File: config.mk
export PLATFORM = sky130hd
export DESIGN_NAME = wb_port_scheduler
export DESIGN_NICKNAME = d
export VERILOG_FILES = /design/src/rtl/wb_port_scheduler_pkg.sv /design/src/rtl/wb_port_scheduler_regs_scoreboard.sv /design/src/rtl/wb_port_scheduler.sv
export SDC_FILE = /design/constraint.sdc
export NUM_CORES = 1
export LEC_CHECK = 0
export BUFFER_PORTS_ARGS = -buffer_cell sky130_fd_sc_hd__clkbuf_2
export CORE_UTILIZATION = 50
export DETAILED_ROUTE_END_ITERATION = 10
export GPL_TIMING_DRIVEN = 0
export PLACE_DENSITY = 0.79
export SLEW_MARGIN = 0
export SYNTH_ARGS = -nofsm -noshare
export SYNTH_HDL_FRONTEND = slang
export SYNTH_HIERARCHICAL = 1
export SYNTH_SLANG_ARGS = --single-unit
File: constraint.sdc
create_clock -name clk -period 3.86 [get_ports clk]
set_input_delay 0.386 -clock clk [delete_from_list [all_inputs] [get_ports clk]]
set_output_delay 0.386 -clock clk [all_outputs]
set_load 0.01 [all_outputs]
File: src/rtl/wb_port_scheduler_pkg.sv
// wb_port_scheduler_pkg: shared types and constants for the write-port scheduler
package wb_port_scheduler_pkg;
    localparam int XLEN_DEF = 32;
    localparam logic [4:0] REG_ZERO = 5'd0;
    typedef struct packed {
        logic                we;
        logic [4:0]          addr;
        logic [XLEN_DEF-1:0] data;
    } rf_wr_req_t;
endpackage

File: src/rtl/wb_port_scheduler_regs_scoreboard.sv
// wb_port_scheduler_regs_scoreboard: per-register pending bits and outstanding MDU op count
//   clk, reset (async active-low)
//   set_en/set_addr  : mark a register pending (MDU issue)
//   clr_en/clr_addr  : clear a pending register (MDU retire)
//   rs1, rs2, rd, rd_we : ID operands checked for RAW/WAW
//   hazard           : an ID operand hits a pending register
//   full             : outstanding count is at MAX_PENDING
//   pending          : registered pending vector, bit 0 always 0
module wb_port_scheduler_regs_scoreboard
    import wb_port_scheduler_pkg::*;
#(
    parameter int MAX_PENDING = 4
) (
    input  logic        clk,
    input  logic        reset,
    input  logic        set_en,
    input  logic [4:0]  set_addr,
    input  logic        clr_en,
    input  logic [4:0]  clr_addr,
    input  logic [4:0]  rs1,
    input  logic [4:0]  rs2,
    input  logic [4:0]  rd,
    input  logic        rd_we,
    output logic        hazard,
    output logic        full,
    output logic [31:0] pending
);
    localparam int CW = $clog2(MAX_PENDING + 1);

    logic [31:1]   pending_q;
    logic [CW-1:0] count;

    always_ff @(posedge clk or negedge reset) begin
        if (!reset) begin
            pending_q <= '0;
            count     <= '0;
        end else begin
            for (int i = 1; i < 32; i++)
                pending_q[i] <= (set_en && set_addr == 5'(i)) ? 1'b1 :
                                (clr_en && clr_addr == 5'(i)) ? 1'b0 : pending_q[i];
            count <= count + CW'(set_en) - CW'(clr_en);
        end
    end

    assign pending = {pending_q, 1'b0};
    assign hazard  = pending[rs1] | pending[rs2] | (rd_we & pending[rd]);
    assign full    = count == CW'(MAX_PENDING);

    a_overflow: assert property (@(posedge clk) disable iff (!reset)
        (set_en && !clr_en) |-> !full);
    a_underflow: assert property (@(posedge clk) disable iff (!reset)
        (clr_en && !set_en) |-> count != '0);
endmodule

File: src/rtl/wb_port_scheduler.sv
// wb_port_scheduler: arbitrates the RF write port between pipeline WB and MDU results
//   clk, reset (async active-low)
//   id_*        : ID operands and MDU issue; stall_id holds IF/ID on hazards or a full scoreboard
//   wb_*        : pipeline write-back request, always wins the port
//   mdu_*       : MDU result handshake into a one-entry holding register
//   rf_*        : register-file write port
module wb_port_scheduler
    import wb_port_scheduler_pkg::*;
#(
    parameter int MAX_PENDING = 4,
    parameter int XLEN        = 32
) (
    input  logic            clk,
    input  logic            reset,
    input  logic [4:0]      id_rs1_addr,
    input  logic [4:0]      id_rs2_addr,
    input  logic [4:0]      id_rd_addr,
    input  logic            id_rd_we,
    input  logic            issue_valid,
    output logic            stall_id,
    input  logic            wb_RegWrite,
    input  logic [4:0]      wb_rd_addr,
    input  logic [XLEN-1:0] wb_rd_data,
    input  logic            mdu_valid,
    input  logic [4:0]      mdu_rd,
    input  logic [XLEN-1:0] mdu_data,
    output logic            mdu_ready,
    output logic            rf_we,
    output logic [4:0]      rf_waddr,
    output logic [XLEN-1:0] rf_wdata
);
    logic            hold_valid;
    logic [4:0]      hold_rd;
    logic [XLEN-1:0] hold_data;
    logic            wb_sel;
    logic            drain;
    logic            accept;
    logic            issue;
    logic            hazard;
    logic            full;
    logic [31:0]     pending;

    assign wb_sel    = wb_RegWrite && wb_rd_addr != REG_ZERO;
    assign drain     = hold_valid && !wb_sel;
    assign mdu_ready = !hold_valid;
    assign accept    = mdu_valid && mdu_ready;
    assign stall_id  = hazard | (issue_valid & full);
    assign issue     = issue_valid && !stall_id && id_rd_addr != REG_ZERO;

    always_comb begin
        rf_we    = wb_sel | hold_valid;
        rf_waddr = wb_sel ? wb_rd_addr : hold_valid ? hold_rd : REG_ZERO;
        rf_wdata = wb_sel ? wb_rd_data : hold_valid ? hold_data : '0;
    end

    // The hold only loads while empty, so its contents stay stable until drained.
    // Results for x0 are acknowledged but never captured.
    always_ff @(posedge clk or negedge reset) begin
        if (!reset) begin
            hold_valid <= 1'b0;
            hold_rd    <= REG_ZERO;
            hold_data  <= '0;
        end else if (drain) begin
            hold_valid <= 1'b0;
        end else if (accept && mdu_rd != REG_ZERO) begin
            hold_valid <= 1'b1;
            hold_rd    <= mdu_rd;
            hold_data  <= mdu_data;
        end
    end

    wb_port_scheduler_regs_scoreboard #(.MAX_PENDING(MAX_PENDING)) u_sb (
        .clk      (clk),
        .reset    (reset),
        .set_en   (issue),
        .set_addr (id_rd_addr),
        .clr_en   (drain),
        .clr_addr (hold_rd),
        .rs1      (id_rs1_addr),
        .rs2      (id_rs2_addr),
        .rd       (id_rd_addr),
        .rd_we    (id_rd_we),
        .hazard   (hazard),
        .full     (full),
        .pending  (pending)
    );

    a_mdu_not_pending: assert property (@(posedge clk) disable iff (!reset)
        (accept && mdu_rd != REG_ZERO) |-> pending[mdu_rd]);
    a_wb_to_pending: assert property (@(posedge clk) disable iff (!reset)
        wb_sel |-> !pending[wb_rd_addr]);
endmodule
After elaboration in Yosys (flattened, before gate mapping):

Cells that the tools add are included.

* bits in registers: 72
* input port bits: 95
* output and inout port bits: 40
* logic and storage cells: 291

* $add $sub $neg: 2
* order comparisons: 3
* equality and inequality tests: 63
* muxes and demuxes: 74
* bitwise logic cells: 7
* reduce and logical (&&, ||, !) cells: 107

Operator list (number)
* $eq 5x5->1 const B: 32
* $eq 5x4->1 const B: 16
* $logic_and 1x1->1: 68
* $mux 1: 67
* $mux 32: 2
* $reduce_bool 2->1: 32
* $eq 5x3->1 const B: 8
* $eq 5x2->1 const B: 4
* $lt 5x6->1 const B: 3
* $bmux 1 s5: 3
* $reduce_bool 5->1: 3
* $eq 5x1->1 const B: 2
* $mux 5: 2
* $or 1x1->1: 4
* $add 3x1->3: 1
* $eq 3x3->1 const B: 1
* $logic_not 1->1: 3
* $sub 3x1->3: 1
* $and 1x1->1: 2
* $reduce_and 2->1: 1
* $not 1->1: 1

Longest topological paths before layout:

* depth in word-level cells: 10
* depth in mapped cells: 13
* depth with buffers taken out: 12

Modules after synthesis:

Netlist, hierarchy kept.

Modules (own cells, without submodules)
* wb_port_scheduler_regs_scoreboard: times used 1, cells each 224, area each 2316.0 µm²
* wb_port_scheduler: times used 1, cells each 142, area each 1909.3 µm²

Worst setup path before layout:

OpenSTA, ideal clock, no wires.

* path type: input to register
* start point: input id_rs1_addr[0]
* end point: register u_sb.count[2]
* library setup time: 123 ps
* data arrival time: 3339 ps
* slack: 399 ps
* stages: 13
* path buffers: 1
* path through: clkbuf_1 mux4_2 a22oi_1 o21ai_0 nor3_1 o211ai_1 a21o_1 nor3b_1 ha_1 inv_1 fa_1 xnor2_1 xnor2_1

* cells in the longest elaborated chain, start to end: 10

RTL lines
* start: declaration: RTL line wb_port_scheduler.sv:15 `input logic [4:0] id_rs1_addr,`
* $bmux 1 s5: RTL line wb_port_scheduler_regs_scoreboard.sv:46 `assign hazard = pending[rs1] | pending[rs2] | (rd_we & pending[rd]);`
* $mux 1 (implied by the code): RTL line wb_port_scheduler_regs_scoreboard.sv:46
* $or 1x1->1 (2 in a row): RTL line wb_port_scheduler_regs_scoreboard.sv:46
* net hazard: RTL line wb_port_scheduler.sv:39 `logic hazard;`
* $or 1x1->1: RTL line wb_port_scheduler.sv:47 `assign stall_id = hazard | (issue_valid & full);`
* net stall_id: RTL line wb_port_scheduler.sv:20 `output logic stall_id,`
* $logic_not 1->1: RTL line wb_port_scheduler.sv:48 `assign issue = issue_valid && !stall_id && id_rd_addr != REG_ZERO;`
* $logic_and 1x1->1 (2 in a row): RTL line wb_port_scheduler.sv:48
* net issue: RTL line wb_port_scheduler.sv:38 `logic issue;`
* $add 3x1->3: RTL line wb_port_scheduler_regs_scoreboard.sv:41 `count <= count + CW'(set_en) - CW'(clr_en);`
* $sub 3x1->3: RTL line wb_port_scheduler_regs_scoreboard.sv:41
* end signal: assignment: RTL line wb_port_scheduler_regs_scoreboard.sv:41
* end: declaration: RTL line wb_port_scheduler_regs_scoreboard.sv:31 `logic [CW-1:0] count;`

The timed path passes the listed nets, and every way through them passes these cells. The select of a mux whose other input is x is not followed.
A chain may end at the register's enable or synchronous reset.

Final worst setup path:

* start point: register u_sb/pending_q[26] (netlist bit)
* end point: register u_sb.count[2]

* cells in the longest elaborated chain, start to end: 10
* elaborated cells on any way between the ends: 15

RTL lines
* start: declaration: RTL line wb_port_scheduler_regs_scoreboard.sv:30 `logic [31:1] pending_q;`
* start signal: indexed assignment: RTL line wb_port_scheduler_regs_scoreboard.sv:39 `pending_q[i] <= (set_en && set_addr == 5'(i)) ? 1'b1 :`
* $bmux 1 s5: RTL line wb_port_scheduler_regs_scoreboard.sv:46
* $mux 1 (implied by the code): RTL line wb_port_scheduler_regs_scoreboard.sv:46
* $or 1x1->1 / $and 1x1->1 (equally long branches): RTL line wb_port_scheduler_regs_scoreboard.sv:46
* $or 1x1->1 *: RTL line wb_port_scheduler_regs_scoreboard.sv:46
* net hazard: RTL line wb_port_scheduler.sv:39
* $or 1x1->1 *: RTL line wb_port_scheduler.sv:47
* $logic_not 1->1 *: RTL line wb_port_scheduler.sv:48
* $logic_and 1x1->1 * (2 in a row): RTL line wb_port_scheduler.sv:48
* net issue: RTL line wb_port_scheduler.sv:38
* $add 3x1->3 *: RTL line wb_port_scheduler_regs_scoreboard.sv:41
* $sub 3x1->3 *: RTL line wb_port_scheduler_regs_scoreboard.sv:41

Mark *: on every way through the listed nets, which the timed path passes. The rest lies on a longest branch. The select of a mux whose other input is x is not followed.

==> results.yml <==
min_path:
  holdPathStages: 2
  hp-start: "mdu_data[14]"
  holdPathEnd: "hold_data[14]"
  hp-class: "input port to flop"
layout:
  utilization_pct: 64.6
  final_common_cell: "clkbuf_2"
  area_growth_pct: 25.4
  nets: 605
  design_area_um2: 5280
  drive_gt1_share_pct: 36.7
  antennaDiodeCount: 0
  mostFrequentLayoutCells: "clkbuf_2 (129), dfrtp_1 (72), o21ai_0 (63)"
worst_setup_path:
  end_kind: "flop"
  r2r_cells: 12
  critPathLaunchType: "flop"
  worst_ep_required_time_ns: 4.13
  r2r_slack_ns: 0.37
  r2r_end: "u_sb/count[2]"
  cp_max_fo: 6
  worst_ep_arrival_time_ns: 3.77
  critPathLaunch: "u_sb/pending_q[26]"
  worst-setup-path-type: "flop to flop"
  reg2reg_from: "u_sb/pending_q[26]"
yosys:
  syn_area_um2: 4210
  ys_warn_count: 6
  postSynthCellCount: 364
  syn_avg_cell_area_um2: 11.6
  synth_nets: 462
detailed_routing:
  ant_nets: 0
  wl_um: 11900
  drt-wirelength-per-cell_um: 19.2
  drtIter0Drc: 381
  drcViolationCount: 0
  firstDrtPassIters: 5
  vias: 3782
  viasPerCell: 6.13
power:
  p_leak_nw: 2.42
  power_mw: 2.85
  p_per_area_nw_per_um2: 540
  max-vdd-ir-drop_v: 0.000326
grt:
  grt_max_degree: 68
  grt_pass1_wl_um: 18600
  grt_pass1_vias: 3765
  grt_use_total_pct: 27.9
  antenna_found_initial: 0
  overflow: 0
die:
  fp.dieW_um: 93.8
  ios: 135
  core_um2: 8180
  core.rowCount: 33
  die_area_um2: 8800
  die_h_um: 93.8
  floorplan.initialDensity_pct: 51.5
cts:
  clk_latency_ns: 0.35
  numCtsBuffers: 9
  root_buffer: "clkbuf_8"
  clockBufferDepth: 2
  clk_pin_slew_ns: 0.08
  htree_levels: 3
  cts_tree: "yes"
  numClockSinks: 72
placement:
  routabilityCongestion: 0.874
  port-buffer-count: 130
  placed_cell_area_um2: 5030
  dpl_worst_slack_ns: -0.209
  hpwl_um: 8900
sta:
  skew_ns: 0.00630
  fin_crit_sh_pct: 90.5
  fin_crit_ns: 3.49
  finalHoldViolations: 0
  max-slew-margin-rel_pct: 62.4
  fmax_mhz: 286
  setup_slack_ns: 0.365
  report.final.slew_viol_count: 0
  rsz0062_at_grt: "false"
  finalSetupViolations: 0
  fin_setup_tns_ns: 0
  tightest_slew_ns: 0.549
flow_run:
  max_cap_violations: 0
status:
  status: "complete, no violations"
[where the power goes]
part	total [mW]	internal, mW	switching, mW
registers	1.25	0.996	0.249
logic	0.869	0.469	0.400
clock network	0.738	0.430	0.307
[what timing repair did]
item,CTS,global route
gates resized for setup,0,1
hold buffers,1,0
endpoints found under the hold margin,5,0
buffers inserted,0,0
endpoints found under the setup margin,0,1
[cell type report]
type                    count  area (µm²)
well taps                 105         131
repair buffers            132         691
clock buffers               9         124
plain buffers              19         131
clock inverters             7         119
multi-input cells         263        2250
inverters                  10        37.5
fillers                   659        2890
flip-flops and latches     72        1800
[layer usage]
metal	vias to the layer above	wire, µm	GRT usage, %	share of wire (%)
met5	-	0	0	0
met4	0	144	6.54	1.2
met3	14	1010	8.50	8.5
met2	193	5990	47.1	51
met1	1867	4720	35.2	40
li1	1708	-	-	-
[critical path: stages (launching register included)]
cell	delay, ns
dfrtp_1	0.44
mux4_1	0.49
mux2_4	0.30
and3_4	0.18
nor4_2	0.25
o211ai_1	0.16
a21o_1	0.21
nor3b_2	0.40
ha_1	0.22
inv_1	0.05
fa_1	0.40
xnor2_1	0.17
xnor2_1	0.14
[flip-flops by register name, indices dropped and copies added (netlist names)]
signal,flops
hold_data,32
u_sb/pending_q,31
hold_rd,5
hold_valid,1
u_sb/count,3
[worst max-delay path by stage]
stage,to,slack (ns)
after floorplan,u_sb/count[2],0.40
after global placement,u_sb/count[2],-0.10
after detailed placement,u_sb/count[2],-0.21
after CTS,u_sb/count[2],0.06
after global routing,u_sb/count[2],0.18
final,u_sb/count[2],0.37
[per-stage QoR]
stage / instances / hold slack [ns]
after global routing: 617 / 0.234
after CTS: 617 / 0.237
after detailed placement: 600 / 0.241
after global placement: 599 / 0.453
after floorplan: 364 / 0.0904
final: 617 / 0.247
No activity file was read; power rests on OpenSTA's default activity.
